File: config.mk
export PLATFORM = sky130hd
export DESIGN_NAME = load_store_unit
export DESIGN_NICKNAME = d
export VERILOG_FILES = /design/src/rtl/lsu_pkg.sv /design/src/rtl/lsu_extend.sv /design/src/rtl/load_store_unit.sv
export SDC_FILE = /design/constraint.sdc
export NUM_CORES = 1
export LEC_CHECK = 0
export BUFFER_PORTS_ARGS = -buffer_cell sky130_fd_sc_hd__clkbuf_2
export CAP_MARGIN = 15
export CORE_UTILIZATION = 52
export CTS_BUF_LIST = sky130_fd_sc_hd__clkbuf_4
export DETAILED_ROUTE_END_ITERATION = 8
export PLACE_DENSITY = 0.88
export REMOVE_ABC_BUFFERS = 1
export SETUP_SLACK_MARGIN = 0.3
export SYNTH_ARGS = -nofsm -noshare
export SYNTH_HDL_FRONTEND = slang
export SYNTH_SLANG_ARGS = --single-unit
export TNS_END_PERCENT = 30
File: constraint.sdc
create_clock -name clk -period 2.8 [get_ports clk]
set_input_delay 0.28 -clock clk [delete_from_list [all_inputs] [get_ports clk]]
set_output_delay 0.28 -clock clk [all_outputs]
set_load 0.1 [all_outputs]
File: src/rtl/lsu_pkg.sv
// Load/store unit shared definitions: funct3 size codes, FSM states,
// funct3 classification and byte-lane mask helpers.
package lsu_pkg;

    localparam logic [2:0] F3_B  = 3'b000;
    localparam logic [2:0] F3_H  = 3'b001;
    localparam logic [2:0] F3_W  = 3'b010;
    localparam logic [2:0] F3_BU = 3'b100;
    localparam logic [2:0] F3_HU = 3'b101;

    typedef enum logic [1:0] {
        S_IDLE,
        S_REQ,
        S_WAIT,
        S_RESP
    } lsu_state_t;

    function automatic logic f3_valid(input logic [2:0] f3);
        return (f3 == F3_B)  || (f3 == F3_H)  ||
               (f3 == F3_W)  || (f3 == F3_BU) ||
               (f3 == F3_HU);
    endfunction

    // f3[1:0] is the size code: 00 byte, 01 half, 10 word
    function automatic logic is_half(input logic [2:0] f3);
        return f3[1:0] == 2'b01;
    endfunction

    function automatic logic is_word(input logic [2:0] f3);
        return f3[1:0] == 2'b10;
    endfunction

    function automatic logic [3:0] lane_mask(
        input logic [2:0] f3,
        input logic [1:0] off
    );
        logic [3:0] m;
        unique case (1'b1)
            is_half(f3): m = 4'b0011 << off;
            is_word(f3): m = 4'b1111;
            default:     m = 4'b0001 << off;
        endcase
        return m;
    endfunction

endpackage

File: src/rtl/lsu_extend.sv
// Load data extraction: selects byte/half by offset, sign/zero extends.
// Ports: funct3, off (byte offset), word (memory word) -> data.
module lsu_extend
    import lsu_pkg::*;
#(
    parameter int XLEN = 32
) (
    input  logic [2:0]      funct3,
    input  logic [1:0]      off,
    input  logic [XLEN-1:0] word,
    output logic [XLEN-1:0] data
);

    logic [7:0]  b;
    logic [15:0] h;

    always_comb begin
        b = 8'h00;
        unique case (off)
            2'd0: b = word[7:0];
            2'd1: b = word[15:8];
            2'd2: b = word[23:16];
            2'd3: b = word[31:24];
        endcase
        h = off[1] ? word[31:16] : word[15:0];
    end

    always_comb begin
        data = '0;
        unique case (funct3)
            F3_B:  data = {{(XLEN-8){b[7]}}, b};
            F3_BU: data = {{(XLEN-8){1'b0}}, b};
            F3_H:  data = {{(XLEN-16){h[15]}}, h};
            F3_HU: data = {{(XLEN-16){1'b0}}, h};
            F3_W:  data = word;
            default: data = '0;
        endcase
    end

endmodule

File: src/rtl/load_store_unit.sv
// RV32I load/store unit: IDLE/REQ/WAIT/RESP handshake to a word memory.
// Ports: req_* from execute, rsp_* back, mem_* to memory.
// Build option LSU_MISALIGN_TRAP_EN: misaligned H/W return an error
// instead of being silently aligned.
module load_store_unit
    import lsu_pkg::*;
#(
    parameter int XLEN    = 32,
    parameter int TIMEOUT = 16
) (
    input  logic            clk,
    input  logic            rst_n,
    input  logic            req_valid,
    output logic            req_ready,
    input  logic            req_we,
    input  logic [2:0]      req_funct3,
    input  logic [XLEN-1:0] req_addr,
    input  logic [XLEN-1:0] req_wdata,
    output logic            rsp_valid,
    output logic [XLEN-1:0] rsp_rdata,
    output logic            rsp_err,
    output logic            mem_en,
    output logic            mem_we,
    output logic [3:0]      mem_wstrb,
    output logic [XLEN-1:0] mem_addr,
    output logic [XLEN-1:0] mem_wdata,
    input  logic [XLEN-1:0] mem_rdata,
    input  logic            mem_ack
);

    localparam logic [7:0] TO = 8'(TIMEOUT);

    lsu_state_t      state_q, state_d;
    logic [7:0]      cnt_q, cnt_d;
    logic [XLEN-1:0] rdata_q, rdata_d;
    logic            err_q, err_d;
    logic            we_q;
    logic [2:0]      f3_q;
    logic [XLEN-1:0] addr_q;
    logic [XLEN-1:0] wdata_q;

    logic [1:0]      off;
    logic            misalign;
    logic            skip;
    logic [XLEN-1:0] wdata_rep;
    logic [XLEN-1:0] ext_data;

`ifdef LSU_MISALIGN_TRAP_EN
    always_comb begin
        off = addr_q[1:0];
        misalign = (is_half(f3_q) && addr_q[0]) ||
                   (is_word(f3_q) && (addr_q[1:0] != 2'b00));
    end
`else
    // Misaligned offset bits are dropped so the access stays in one word
    always_comb begin
        misalign = 1'b0;
        off = addr_q[1:0];
        if (is_half(f3_q))
            off = {addr_q[1], 1'b0};
        else if (is_word(f3_q))
            off = 2'b00;
    end
`endif

    assign skip = !f3_valid(f3_q) || misalign;

    always_comb begin
        wdata_rep = wdata_q;
        unique case (1'b1)
            is_half(f3_q): wdata_rep = XLEN'({2{wdata_q[15:0]}});
            is_word(f3_q): wdata_rep = wdata_q;
            default:       wdata_rep = XLEN'({4{wdata_q[7:0]}});
        endcase
    end

    lsu_extend #(.XLEN(XLEN)) u_extend (
        .funct3 (f3_q),
        .off    (off),
        .word   (mem_rdata),
        .data   (ext_data)
    );

    always_comb begin
        state_d   = state_q;
        cnt_d     = cnt_q;
        rdata_d   = rdata_q;
        err_d     = err_q;
        req_ready = 1'b0;
        rsp_valid = 1'b0;
        rsp_rdata = '0;
        rsp_err   = 1'b0;
        mem_en    = 1'b0;
        mem_we    = 1'b0;
        mem_wstrb = 4'b0000;
        mem_addr  = '0;
        mem_wdata = '0;
        unique case (state_q)
            S_IDLE: begin
                req_ready = 1'b1;
                if (req_valid)
                    state_d = S_REQ;
            end
            S_REQ: begin
                rdata_d = '0;
                cnt_d   = 8'd0;
                if (skip) begin
                    err_d   = 1'b1;
                    state_d = S_RESP;
                end else begin
                    mem_en    = 1'b1;
                    mem_we    = we_q;
                    mem_wstrb = lane_mask(f3_q, off);
                    mem_addr  = {addr_q[XLEN-1:2], 2'b00};
                    mem_wdata = wdata_rep;
                    err_d     = 1'b0;
                    state_d   = S_WAIT;
                end
            end
            S_WAIT: begin
                cnt_d = cnt_q + 8'd1;
                // ack wins over a simultaneous timeout
                if (mem_ack) begin
                    rdata_d = we_q ? '0 : ext_data;
                    err_d   = 1'b0;
                    state_d = S_RESP;
                end else if (cnt_d == TO) begin
                    err_d   = 1'b1;
                    state_d = S_RESP;
                end
            end
            S_RESP: begin
                rsp_valid = 1'b1;
                rsp_rdata = rdata_q;
                rsp_err   = err_q;
                state_d   = S_IDLE;
            end
        endcase
    end

    always_ff @(posedge clk or negedge rst_n) begin
        if (!rst_n) begin
            state_q <= S_IDLE;
            cnt_q   <= 8'd0;
            rdata_q <= '0;
            err_q   <= 1'b0;
            we_q    <= 1'b0;
            f3_q    <= 3'b000;
            addr_q  <= '0;
            wdata_q <= '0;
        end else begin
            state_q <= state_d;
            cnt_q   <= cnt_d;
            rdata_q <= rdata_d;
            err_q   <= err_d;
            if (state_q == S_IDLE && req_valid) begin
                we_q    <= req_we;
                f3_q    <= req_funct3;
                addr_q  <= req_addr;
                wdata_q <= req_wdata;
            end
        end
    end

endmodule
==> results of run 1 <==
## per-layer routing
layer	vias up	GRT usage [%]
li1	2492	-
met1	2910	41.7
met2	469	59.7
met3	116	10.5
met4	0	16.6
met5	-	0
## worst max-delay path, stage by stage, from the launching register on
cell and delay [ns]:
sky130_fd_sc_hd__dfrtp_1 0.47, sky130_fd_sc_hd__inv_2 0.14, sky130_fd_sc_hd__ha_4 0.18, sky130_fd_sc_hd__buf_4 0.18
sky130_fd_sc_hd__nor2_2 0.08, sky130_fd_sc_hd__nor2b_4 0.23, sky130_fd_sc_hd__a21oi_1 0.18, sky130_fd_sc_hd__nor2_2 0.27
sky130_fd_sc_hd__buf_12 0.22
## repair_timing
action	4_1_cts	5_1_grt
buffers inserted	2	1
hold buffers	4	0
pin swaps	6	1
hold endpoints to repair	47	0
resized for setup	50	22
endpoints found under the setup margin	69	83
cloned	1	0
## kinds of logic (layout without fill, tap and decap cells)
group / Yosys count / after routing / share of synthesized area [%]
xor+xnor: 1 / 1 / 0.145
buf+inv: 59 / 263 / 3.93
fa+ha+maj: 8 / 8 / 1.66
mux: 87 / 87 / 16.2
flops: 111 / 111 / 45.9
simple gates: 182 / 182 / 16.1
other cells: 1 / 2 / 0.0620
compound gates: 127 / 127 / 16.0
## final timing paths
path | slack [ns] | cells after the start | end | start
hold reg to reg | 0.52 | 1 | addr_q[6]$_DFFE_PN0P_ | addr_q[6]$_DFFE_PN0P_
hold / removal | -0.009 | 2 | addr_q[1]$_DFFE_PN0P_ | req_addr[1]
max in group asynchronous | 1.66 | 3 | wdata_q[21]$_DFFE_PN0P_ | rst_n
setup / recovery | 0.09 | 8 | mem_wdata[12] | f3_q[1]$_DFFE_PN0P_
setup reg to reg | 0.41 | 9 | rdata_q[29]$_DFFE_PN0P_ | f3_q[1]$_DFFE_PN0P_
min in group asynchronous | 0.32 | 2 | addr_q[1]$_DFFE_PN0P_ | rst_n
## area by class of cell
cell class                      instances  area share, %
Multi-Input combinational cell        407           37.4
Sequential cell                       111           31.5
Timing Repair Buffer                  234           26.9
Tap cell                              143           2.03
Clock buffer                           11          0.936
Clock inverter                          5          0.667
Inverter                               13          0.553
## power groups by stage
stage	clock network, uW	logic, uW	registers (uW)
2_1_floorplan	0	4920	2700
3_3_place_gp	0	6940	2820
3_5_place_dp	0	7220	2890
4_1_cts	837	7880	2870
5_1_grt	913	8580	3030
6_report	856	8310	2990
## sequential cells by signal, indices dropped and copies added, names as in the netlist
register and count:
addr_q 32, rdata_q 32, we_q 1, cnt_q 8, f3_q 3, state_q 2, wdata_q 32, err_q 1
## placed cells by master, fill, tap and decap left out, types with 4 or more instances in the layout
| cell | count |
|---|---|
| sky130_fd_sc_hd__a22oi_1 | 23 |
| sky130_fd_sc_hd__o211ai_1 | 10 |
| sky130_fd_sc_hd__buf_12 | 73 |
| sky130_fd_sc_hd__a221o_1 | 22 |
| sky130_fd_sc_hd__and3_1 | 34 |
| sky130_fd_sc_hd__inv_1 | 10 |
| sky130_fd_sc_hd__a211oi_4 | 6 |
| sky130_fd_sc_hd__dlygate4sd3_1 | 4 |
| sky130_fd_sc_hd__a311oi_1 | 6 |
| sky130_fd_sc_hd__nand2_1 | 34 |
| sky130_fd_sc_hd__nor2b_1 | 10 |
| sky130_fd_sc_hd__clkbuf_2 | 137 |
| sky130_fd_sc_hd__a21oi_1 | 13 |
| sky130_fd_sc_hd__mux2_2 | 82 |
| sky130_fd_sc_hd__a21oi_2 | 4 |
| sky130_fd_sc_hd__nor2_1 | 22 |
| sky130_fd_sc_hd__nor2_2 | 11 |
| sky130_fd_sc_hd__o21ai_0 | 15 |
| sky130_fd_sc_hd__and3_4 | 7 |
| sky130_fd_sc_hd__a22o_1 | 7 |
| sky130_fd_sc_hd__ha_1 | 5 |
| sky130_fd_sc_hd__nand3_1 | 10 |
| sky130_fd_sc_hd__and2_1 | 33 |
| sky130_fd_sc_hd__buf_4 | 17 |
| sky130_fd_sc_hd__dfrtp_1 | 111 |
| sky130_fd_sc_hd__clkbuf_4 | 11 |
## stage by stage
step | cell area, sq um | hold slack (ns) | setup slack (ns)
after floorplan | 5860 | -0.0156 | -2.75
after detailed placement | 8280 | 0.327 | 0.328
after global routing | 8820 | -0.00391 | 0.0553
final | 8820 | -0.00935 | 0.0948
after CTS | 8720 | 0.000597 | 0.231
after global placement | 8280 | 0.317 | 0.536
==> results list, run 1 <==
- Mapped cell area: 6050 sq um
- Unrepaired setup endpoints after global routing: true
* Number of DRC markers in iteration 0: 551
* Area of the multi-input gates: 3300 sq um
* Total clock sinks: 111
* Antenna violations before repair: 0
- Routed WL: 22.7 mm
- Switching fraction of total power: 53.6%
* Register Area: 2780 sq um
* Crit. End Element: output pin
- The initial utilization of the core area, before any placement, comes to 53.2%.
- During I/O placement, the number of pins put on the boundary was 209.
* Drt pass-1 iters: 6
- The die covers 12100 sq um.
- Number of cells after detailed placement: 900
- On the final layout, the worst hold slack is -0.00935 ns.
- Global placement routability congestion: 0.886
- Worst IR Drop VDD: 0.000997 V
- DRC viols: 0
* Site row count: 39
- Result of the run: finished with violations
* Share of the synthesized area in the top cell type: 45.9%
* Headroom to the max-slew limit: 53.4%
- Number of fillers in the final layout: 600
- Area of the core: 11400 sq um
- In this run the remaining antenna-violating nets after routing total 0.
- Number of diodes: 0
* Part of the power in registers: 24.6%
* Total Power Consumption: 12200 uW
- Final number of hold-violating endpoints: 2
* WL per Instance: 24.5 um
* Total congestion overflow after global routing: 0
- The final max-slew violation count came to 0.
- At the end of the flow, the number of nets in the layout was 888.
- Crit-path max FO: 7
* Vias/cell: 6.48
* Clock transition at path regs: 0.20 ns
- Count of port buffers added during placement: 206
- Switch Pwr: 6510 uW
* Actual transition at the worst max-transition pin: 0.698 ns
- For the worst-skew pair, the clock arrives at the later sink with an insertion delay of 0.50 ns.
* Violated checks: hold timing
- Global-route wire length before repair: 32.1 mm
- Share of synthesized area occupied by flip-flops and latches: 45.9%
- Sum of negative setup slack: 0 ns
- Most common cell in the synthesized netlist: sky130_fd_sc_hd__dfrtp_1
- The synthesized design contains 111 register bits.
- Measured along the y axis, the die boundary spans 110 um.
- Based on the critical path, the design can be clocked at up to 0.370 GHz.
- DR WL met3: 2.49 mm
- Average cell area after synthesis: 10.5 sq um
- Die X: 110 um
- Leakage dissipation: 0.00407 uW
- CTS built an H-tree with a depth of 3.
- Top cells by area, synth: sky130_fd_sc_hd__dfrtp_1 46%, sky130_fd_sc_hd__mux2_2 15%, sky130_fd_sc_hd__and3_1 4.2%
* Max Used Layer: met4
- Once layout is complete, the cells apart from fillers number 924.
- Library cell with the largest summed area after synthesis: sky130_fd_sc_hd__dfrtp_1
* Layout Area Growth over Synthesis: 45.8%
- Ratio of total power to cell area: 1380 nW/um^2
- Critical Path RT: 2.52 ns
- Proportion of power drawn by the clock network: 7.0%
- Proportion of layout cells with a drive suffix above 1: 49.2%
- The worst setup path is of the flip-flop to output pin kind.
- For the final database, setup skew stands at 0.0435 ns.
- Number of synthesis warnings: 0
- # setup viols final: 0
- The synthesized netlist contains 48 unique library cells.
- No sink is reached through more buffers than the 2 on the longest clock path.
- Clock tree synthesis inserted a total of 9 buffers.
- Fraction of power consumed by combinational cells: 68.3%
- Primary flip-flop cell chosen by synthesis mapping: sky130_fd_sc_hd__dfrtp_1
- In the synthesized netlist, the cells that appear most often are 111 x sky130_fd_sc_hd__dfrtp_1, 82 x sky130_fd_sc_hd__mux2_2, 41 x sky130_fd_sc_hd__and3_1.
* Final critical-path share of the clock period: 96.6%
- Clock Root Buffer: sky130_fd_sc_hd__clkbuf_4
- Count of maximum capacitance violations: 0
- Final core utilization: 77.6%
* Worst min path class: input port to flip-flop
- Total internal power: 5640 uW
* Minimum period implied by the final worst setup slack: 2.71 ns
- Entering global routing, the biggest net connects 70 pins.
* HPWL after detailed placement: 14.0 mm
* Gate count of the mapped netlist: 576
* Number of global-route vias before repair: 6064
- Global routing consumed, over all layers together, 35.5% of the routing resources.
- TritonCTS built the clock tree.
- For this block, wires on met1 add up to 7.88 mm.
- At the worst endpoint, the arrival time is 2.43 ns.
* Total number of vias: 5987
- Counting flops with an async set or reset pin after synthesis yields a share of 100%.
* CP startpoint kind: flip-flop
- Summed over all nets, wire length on met2 after detailed routing comes to 10.9 mm.
* Number of flops mapped to enable cells by yosys: 0
Note: power is estimated with default switching activity, not from simulation.
==> run 2: changes to the inputs <==
--- a/config.mk
+++ b/config.mk
@@ -5,12 +5,13 @@
 export SDC_FILE = /design/constraint.sdc
 export NUM_CORES = 1
 export LEC_CHECK = 0
-export BUFFER_PORTS_ARGS = -buffer_cell sky130_fd_sc_hd__clkbuf_2
 export CAP_MARGIN = 15
-export CORE_UTILIZATION = 52
+export CORE_UTILIZATION = 66
 export CTS_BUF_LIST = sky130_fd_sc_hd__clkbuf_4
 export DETAILED_ROUTE_END_ITERATION = 8
-export PLACE_DENSITY = 0.88
+export DONT_BUFFER_PORTS = 1
+export HOLD_SLACK_MARGIN = 0.1
+export PLACE_DENSITY = 0.87
 export REMOVE_ABC_BUFFERS = 1
 export SETUP_SLACK_MARGIN = 0.3
 export SYNTH_ARGS = -nofsm -noshare
==> results list, run 2 <==
* Result of the run: did not finish
- Halt Stage: 4_1_cts
- First logged error message: [ERROR DPL-0038] Utilization greater than 100%, impossible to legalize
* Buffer count from post-CTS setup fixing: 12
- Top Ports: 209
* Die X: 97.7 um
- Yosys mapped the design onto 48 distinct sky130hd cell types.
* Maximum count of clock buffers along a single path: 2
- The H-tree was split into 3 levels.
- The cell area that synthesis handed to floorplanning was 6050 sq um.
- Clock tree synthesis inserted a total of 9 buffers.
- Global placement routability congestion: 0.870
- The count of buffers added on input and output ports is 0.
- The average instance in the mapped netlist occupies 10.5 sq um.
- Primary flip-flop cell chosen by synthesis mapping: sky130_fd_sc_hd__dfrtp_1
* Site row count: 34
* HPWL after detailed placement: 15.0 mm
- In the post-synthesis netlist, the cell with the most instances is sky130_fd_sc_hd__dfrtp_1.
- Gate count of the mapped netlist: 576
- The Yosys step of the flow raised 0 warnings.
* Share of synthesized area occupied by flip-flops and latches: 45.9%
- Share of synthesized registers carrying an async set or reset: 100%
- The biggest area contributor in the post-synthesis netlist is sky130_fd_sc_hd__dfrtp_1.
* Clock Root Buffer: sky130_fd_sc_hd__clkbuf_4
- The clock net in this run drives a total of 111 sinks.
* Starting utilization of the core area: 68.7%
- Top cells by area, synth: sky130_fd_sc_hd__dfrtp_1 46%, sky130_fd_sc_hd__mux2_2 15%, sky130_fd_sc_hd__and3_1 4.2%
- Post-detailed-placement cell area: 7910 sq um
- After clock tree synthesis, the repair step resized 48 gates.
* Hold-fix buffers at CTS: 88
- Flip-flop and latch count after synthesis: 111
- From bottom edge to top edge, the die measures 97.7 um.
* Cell types with the highest counts after synthesis: 111 x sky130_fd_sc_hd__dfrtp_1, 82 x sky130_fd_sc_hd__mux2_2, 41 x sky130_fd_sc_hd__and3_1
- In this run the biggest area consumer among cell types represents 45.9% of the synthesized area.
- Number of flops mapped to enable cells by yosys: 0
-- run 2: cell counts after synthesis --
No cell type changed its count.
-- run 2: kinds of logic after synthesis --
logic type                 after synthesis  synth area share [%]
and+or+nand+nor                        182                  16.1
AOI/OAI and AO/OA                      127                  16.0
DFF                                    111                  45.9
muxes                                   87                  16.2
buffers and inverters                   59                  3.93
adders and majority gates                8                  1.66
other                                    1                0.0620
xor gates and xnor gates                 1                 0.145
-- run 2: through the flow --
stage,hold WS (ns),util [%],std cells,worst slack (ns)
3_5_place_dp,-0.0125,89.8,759,0.249
3_3_place_gp,-0.0109,89.8,759,0.463
2_1_floorplan,-0.0156,-,531,-2.75
==> run 3: changes to the inputs <==
--- a/config.mk
+++ b/config.mk
@@ -6,14 +6,11 @@
 export NUM_CORES = 1
 export LEC_CHECK = 0
 export CAP_MARGIN = 15
-export CORE_UTILIZATION = 66
-export CTS_BUF_LIST = sky130_fd_sc_hd__clkbuf_4
+export CORE_UTILIZATION = 40
 export DETAILED_ROUTE_END_ITERATION = 8
 export DONT_BUFFER_PORTS = 1
-export HOLD_SLACK_MARGIN = 0.1
-export PLACE_DENSITY = 0.87
+export PLACE_DENSITY_LB_ADDON = 0.15
 export REMOVE_ABC_BUFFERS = 1
-export SETUP_SLACK_MARGIN = 0.3
 export SYNTH_ARGS = -nofsm -noshare
 export SYNTH_HDL_FRONTEND = slang
 export SYNTH_SLANG_ARGS = --single-unit
==> results list, run 3 (same netlist as run 1, synthesis figures left out) <==
- The worst register-to-register path begins at f3_q[0]$_DFFE_PN0P_.
* Result of the run: finished with violations
- Ratio of total power to cell area: 1400 nW/um^2
* Final critical-path share of the clock period: 93.1%
- The endpoint identified for the worst register-to-register timing path is rdata_q[26]$_DFFE_PN0P_.
- Leaving out fill and tap cells, the most frequent cell in the layout is sky130_fd_sc_hd__dfrtp_1.
- Final core utilization: 57.4%
- The first routing iteration left 412 violations.
- Worst IR Drop VDD: 0.000816 V
- Proportion of layout cells with a drive suffix above 1: 39.3%
- The H-tree was split into 3 levels.
* Registers with the most flip-flops: addr_q x32, rdata_q x32, wdata_q x32
* Total congestion overflow after global routing: 0
- Entering global routing, the biggest net connects 112 pins.
- Setup repair after global routing left no endpoint under its margin.
* Critical Path RT: 2.52 ns
* Switch Pwr: 5910 uW
- Proportion of power drawn by the clock network: 12.0%
- Crit. End Element: output pin
* Antenna violations before repair: 2
- The count of nets left with antenna violations once routing finished came out at 0.
* Count of maximum capacitance violations: 0
* Vias/cell: 5.80
- The number of clock buffers added by TritonCTS is 9.
- Clock tree from TritonCTS: done
- Die X: 125 um
- Violated checks: DRC, hold timing
* Critical path class: flip-flop to output pin
- The first global-routing pass estimated 27.5 mm of wire.
* Final number of hold-violating endpoints: 111
* Drt pass-1 iters: 7
* Count of port buffers added during placement: 0
* Total number of vias: 4957
- Counting I/O delays and the setup requirement, the final critical path takes 2.61 ns.
- The repair_antennas step left the layout with diodes totalling 0.
* Post-detailed-placement cell area: 8050 sq um
* Starting utilization of the core area: 41.3%
* Global placement routability congestion: 0.805
* Headroom to the max-slew limit: 47.0%
* Total clock sinks: 111
- Final-report max-slew violation count: 0
- Along the worst path, the maximum fanout reaches 14.
- The region available for standard cell placement spans 14600 sq um.
- DRC viols: 26
- Area enclosed by the die boundary: 15600 sq um
* Total routing resource utilization after global routing: 22.5%
- Worst min path class: input port to async pin
- Worst Path Arrival: 2.33 ns
* Fraction of power consumed by combinational cells: 63.9%
* Clock Root Buffer: sky130_fd_sc_hd__clkbuf_16
* Part of the power in registers: 24.1%
* Site row count: 44
* Leakage dissipation: 0.00369 uW
* Buffer count from post-CTS setup fixing: 0
- The finished cells cover 8400 sq um.
- Top Ports: 209
- Clock skew on the completed layout was measured at 0.00944 ns.
- After clock tree synthesis, the clock-pin slew on the worst setup and hold paths is 0.08 ns.
- After layout, the design draws a total of 11700 uW.
- The number of global-route vias before repair is 5002.
* Later-pin clock latency in the skew report: 0.36 ns
- Total internal power: 5830 uW
- The worst setup path is launched from a flip-flop.
- After the last flow step, the layout net total stands at 777.
- Depth of the worst register-to-register path: 8
- The longest clock path from root to sink contains 2 buffers.
- For this block, the routed nets add up to 17.6 mm of wire.
- Actual transition at the worst max-transition pin: 0.795 ns
* WL per Instance: 20.6 um
- Relative to the synthesized area, the layout overhead comes to 38.9%.
* HPWL after detailed placement: 12.3 mm
- Switching fraction of total power: 50.3%
- Sum of negative setup slack: 0 ns
* Height of the die: 125 um
* # setup viols final: 0
- On the final layout, the worst hold slack is -0.386 ns.
- For this run, the top clock speed supported by timing is 0.384 GHz.
* Most frequent cells in the layout: 111 x sky130_fd_sc_hd__dfrtp_1, 82 x sky130_fd_sc_hd__mux2_2, 70 x sky130_fd_sc_hd__buf_12
- Worst R2R Setup Slack: 0.38 ns
-- run 3: worst max-delay path, stage by stage, from the launching register on --
cell,delay [ns]
sky130_fd_sc_hd__dfrtp_1,0.39
sky130_fd_sc_hd__inv_1,0.08
sky130_fd_sc_hd__ha_1,0.21
sky130_fd_sc_hd__nor2b_1,0.14
sky130_fd_sc_hd__or3_4,0.37
sky130_fd_sc_hd__nand2_4,0.11
sky130_fd_sc_hd__buf_12,0.17
sky130_fd_sc_hd__inv_1,0.06
sky130_fd_sc_hd__o21ai_0,0.14
sky130_fd_sc_hd__a21oi_2,0.09
sky130_fd_sc_hd__buf_12,0.19
-- run 3: per-layer routing --
layer  GRT usage [%]  part of all wire [%]  vias up
met5               0                  0.14        -
met4            7.96                   1.9        4
met3            9.80                    10       25
met2            36.1                    48      183
met1            26.9                    39     2480
li1                -                     -     2265
-- run 3: metrics by stage --
stage,instances,worst slack (ns)
2_1_floorplan,531,-2.75
4_1_cts,853,0.0259
3_3_place_gp,837,0.521
6_report,854,0.194
3_5_place_dp,837,0.410
5_1_grt,854,0.0543
-- run 3: how the worst max path moves through the flow --
stage                         endpoint  slack [ns]                 from  cells after the start
6_report                 mem_wdata[15]        0.19  f3_q[0]$_DFFE_PN0P_                     10
5_1_grt                  mem_wdata[15]        0.05  f3_q[0]$_DFFE_PN0P_                     10
4_1_cts                  mem_wdata[15]        0.03  f3_q[0]$_DFFE_PN0P_                     10
3_5_place_dp   rdata_q[21]$_DFFE_PN0P_        0.41  f3_q[0]$_DFFE_PN0P_                      8
3_3_place_gp             mem_wdata[31]        0.52  f3_q[0]$_DFFE_PN0P_                     10
2_1_floorplan            mem_wdata[15]       -2.75  f3_q[0]$_DFFE_PN0P_                      8
-- run 3: power groups by stage --
stage	clock, uW	combinational [uW]	sequential (uW)
after floorplan	0	4920	2700
after global placement	0	7330	2810
after detailed placement	0	7450	2850
after CTS	1440	7460	2830
after global routing	1500	7900	2930
final	1410	7500	2830
-- run 3: layout make-up --
| type | count | area, sq um |
|---|---|---|
| Multi-Input combinational cell | 407 | 3210 |
| Sequential cell | 111 | 2780 |
| Tap cell | 184 | 230 |
| Inverter | 13 | 48.8 |
| Clock inverter | 6 | 90.1 |
| Fill cell | 1215 | 6240 |
| Clock buffer | 10 | 229 |
| Timing Repair Buffer | 123 | 1820 |
-- run 3: timing repair --
action	4_1_cts	5_1_grt
hold endpoints to repair	111	111
setup endpoints to repair	0	2
gates resized for setup	0	2
==> run 4: changes to the inputs <==
--- a/config.mk
+++ b/config.mk
@@ -5,7 +5,10 @@
 export SDC_FILE = /design/constraint.sdc
 export NUM_CORES = 1
 export LEC_CHECK = 0
+export ABC_CLOCK_PERIOD_IN_PS = 2800
 export CAP_MARGIN = 15
+export CELL_PAD_IN_SITES_DETAIL_PLACEMENT = 0
+export CELL_PAD_IN_SITES_GLOBAL_PLACEMENT = 1
 export CORE_UTILIZATION = 40
 export DETAILED_ROUTE_END_ITERATION = 8
 export DONT_BUFFER_PORTS = 1
==> results list, run 4 (same netlist as run 1, synthesis figures left out) <==
- Once placement finished, the instance area stood at 8040 sq um.
- The floorplan has 44 rows.
- Post-Layout Inst Area: 8330 sq um
* Worst IR Drop VDD: 0.000811 V
* Crit-path slowest cell: sky130_fd_sc_hd__dfrtp_1
- The internal portion of the total power is 5610 uW.
* Worst setup path startpoint: f3_q[0]$_DFFE_PN0P_
* Count of port buffers added during placement: 0
- Crit-path max FO: 40
* Final number of hold-violating endpoints: 111
- Total congestion overflow after global routing: 0
- Part of the power in registers: 24.5%
- Clock Root Buffer: sky130_fd_sc_hd__clkbuf_16
* Maximum clock rate: 0.385 GHz
- The signal on the critical path passes through inv_1, ha_1, nor2b_1, or3_1, buf_4, and3_1, buf_12.
- Setup WS post-layout: 0.201 ns
- Once layout is complete, the utilization of the core stands at 56.9%.
- Sum of negative setup slack: 0 ns
- Once detail routing completed, the nets flagged for antenna violations numbered 0.
- In the final design database the tool counted 775 nets.
- Net switching is 51.2% of the power.
* WL per Instance: 20.3 um
* # setup viols final: 0
* Height of the die: 125 um
- Total clock sinks: 111
- In this run, the clock network consumes 10.8% of the power.
* Highest cell delay on the worst timing path: 0.37 ns
- For this design the top-level I/O count stands at 209.
- The layout has 1273 filler cells.
* Total number of vias: 4854
- Entering global routing, the biggest net connects 112 pins.
- Fraction of power consumed by combinational cells: 64.7%
- The post-route netlist has 39.0% of its cells at a drive strength greater than 1.
- Using the TritonRoute via totals, the vias-per-cell ratio works out to 5.69.
- Starting utilization of the core area: 41.3%
- Maximum count of clock buffers along a single path: 2
* Number of DRC markers in iteration 0: 347
- Clock transition at path regs: 0.08 ns
* Unrepaired setup endpoints after global routing: false
- HPWL after detailed placement: 12.3 mm
- Later-pin clock latency in the skew report: 0.35 ns
* Depth of the CTS H-tree: 3
- Register Area: 2780 sq um
- Die X: 125 um
- Max-cap violations in this run came to 0.
- Critical path class: flip-flop to output pin
* Routed WL: 17.3 mm
- Final worst clock skew: 0.00954 ns
* Worst min path class: input port to async pin
- Data arrives at the worst endpoint at 2.32 ns.
- CP startpoint kind: flip-flop
- Global-route wire length before repair: 28.0 mm
- Dividing the final minimum period by the clock period gives 92.8%.
- Area of the multi-input gates: 3220 sq um
- Actual transition at the worst max-transition pin: 1.01 ns
- Buffer count from post-CTS setup fixing: 0
- The worst pin sits at a relative slew slack of 31.3%.
- Area of the core: 14600 sq um
* Crit. End Element: output pin
* Total routing resource utilization after global routing: 22.7%
- Summed over all cells, the static leakage comes to 0.00366 uW.
- Antenna violations before repair: 5
- The number of global-route vias before repair came to 5035.
- Minimum period implied by the final worst setup slack: 2.60 ns
- The first TritonRoute pass finished after 9 iterations.
- Worst-case hold slack: -0.377 ns
* Clock tree from TritonCTS: done
* Critical Path RT: 2.52 ns
- Final-report max-slew violation count: 0
- Layout Area Growth over Synthesis: 37.7%
- The startpoint identified for the worst register-to-register timing path is f3_q[0]$_DFFE_PN0P_.
* Clock buffer count from CTS: 9
- Most frequent cells in the layout: 111 x sky130_fd_sc_hd__dfrtp_1, 82 x sky130_fd_sc_hd__mux2_2, 69 x sky130_fd_sc_hd__buf_12
- Ratio of total power to cell area: 1380 nW/um^2
- The checks that failed: DRC, hold timing.
- Prior to clock tree synthesis, the placed netlist has a worst setup slack of 0.302 ns.
- Registers with the most flip-flops: addr_q x32, rdata_q x32, wdata_q x32
* Depth of the worst register-to-register path: 8
* Global placement routability congestion: 0.814
- In this run the power spent charging and discharging nets is 5880 uW.
* DRC viols: 48
* Area enclosed by the die boundary: 15600 sq um
- Result of the run: finished with violations
- The library cell used most frequently in the layout, excluding fill and tap cells, is sky130_fd_sc_hd__dfrtp_1.
run 4: final cells by class:
class / instances / share of cell area, %
inverter: 13 / 0.586
tap: 184 / 2.76
clock buffer: 9 / 2.70
antenna: 2 / 0.0601
sequential: 111 / 33.4
timing repair buffer: 121 / 21.3
clock inverter: 6 / 0.616
multi-input combinational: 407 / 38.6
run 4: repair_timing:
item / CTS / global route
gates resized for setup: 0 / 1
endpoints found under the setup margin: 0 / 7
endpoints found under the hold margin: 111 / 111
run 4: worst max-delay path, delay by kind of cell (launching register included):
| kind | cells | cell delay [ns] |
|---|---|---|
| fa+ha+maj | 1 | 0.25 |
| buf+inv | 3 | 0.52 |
| flops | 1 | 0.37 |
| simple gates | 3 | 0.81 |
run 4: worst paths after layout:
check,slack (ns),end
min in group clk,0.07,addr_q[10]$_DFFE_PN0P_
hold reg to reg,0.50,addr_q[30]$_DFFE_PN0P_
setup / recovery,0.20,mem_wdata[4]
hold / removal,-0.38,cnt_q[3]$_DFFE_PN0P_
setup reg to reg,0.29,rdata_q[19]$_DFFE_PN0P_
max in group asynchronous,3.02,wdata_q[2]$_DFFE_PN0P_
run 4: layer usage:
layer | vias up | global-route usage [%] | part of all wire, %
met1 | 2395 | 28.4 | 41
met2 | 163 | 36.2 | 48
met3 | 24 | 8.77 | 9.4
met5 | - | 0 | 0.16
met4 | 4 | 6.74 | 1.6
li1 | 2268 | - | -
run 4: power by group through the flow:
stage,clock (uW),combinational [uW],sequential (uW)
final,1240,7430,2810
after global routing,1340,7830,2910
after CTS,1280,7440,2810
after detailed placement,0,7430,2840
after global placement,0,7340,2800
after floorplan,0,4920,2700
run 4: stage by stage:
step	total power [uW]	std cells
after floorplan	7620	531
after global placement	10100	836
after detailed placement	10300	836
after CTS	11500	851
after global routing	12100	851
final	11500	853
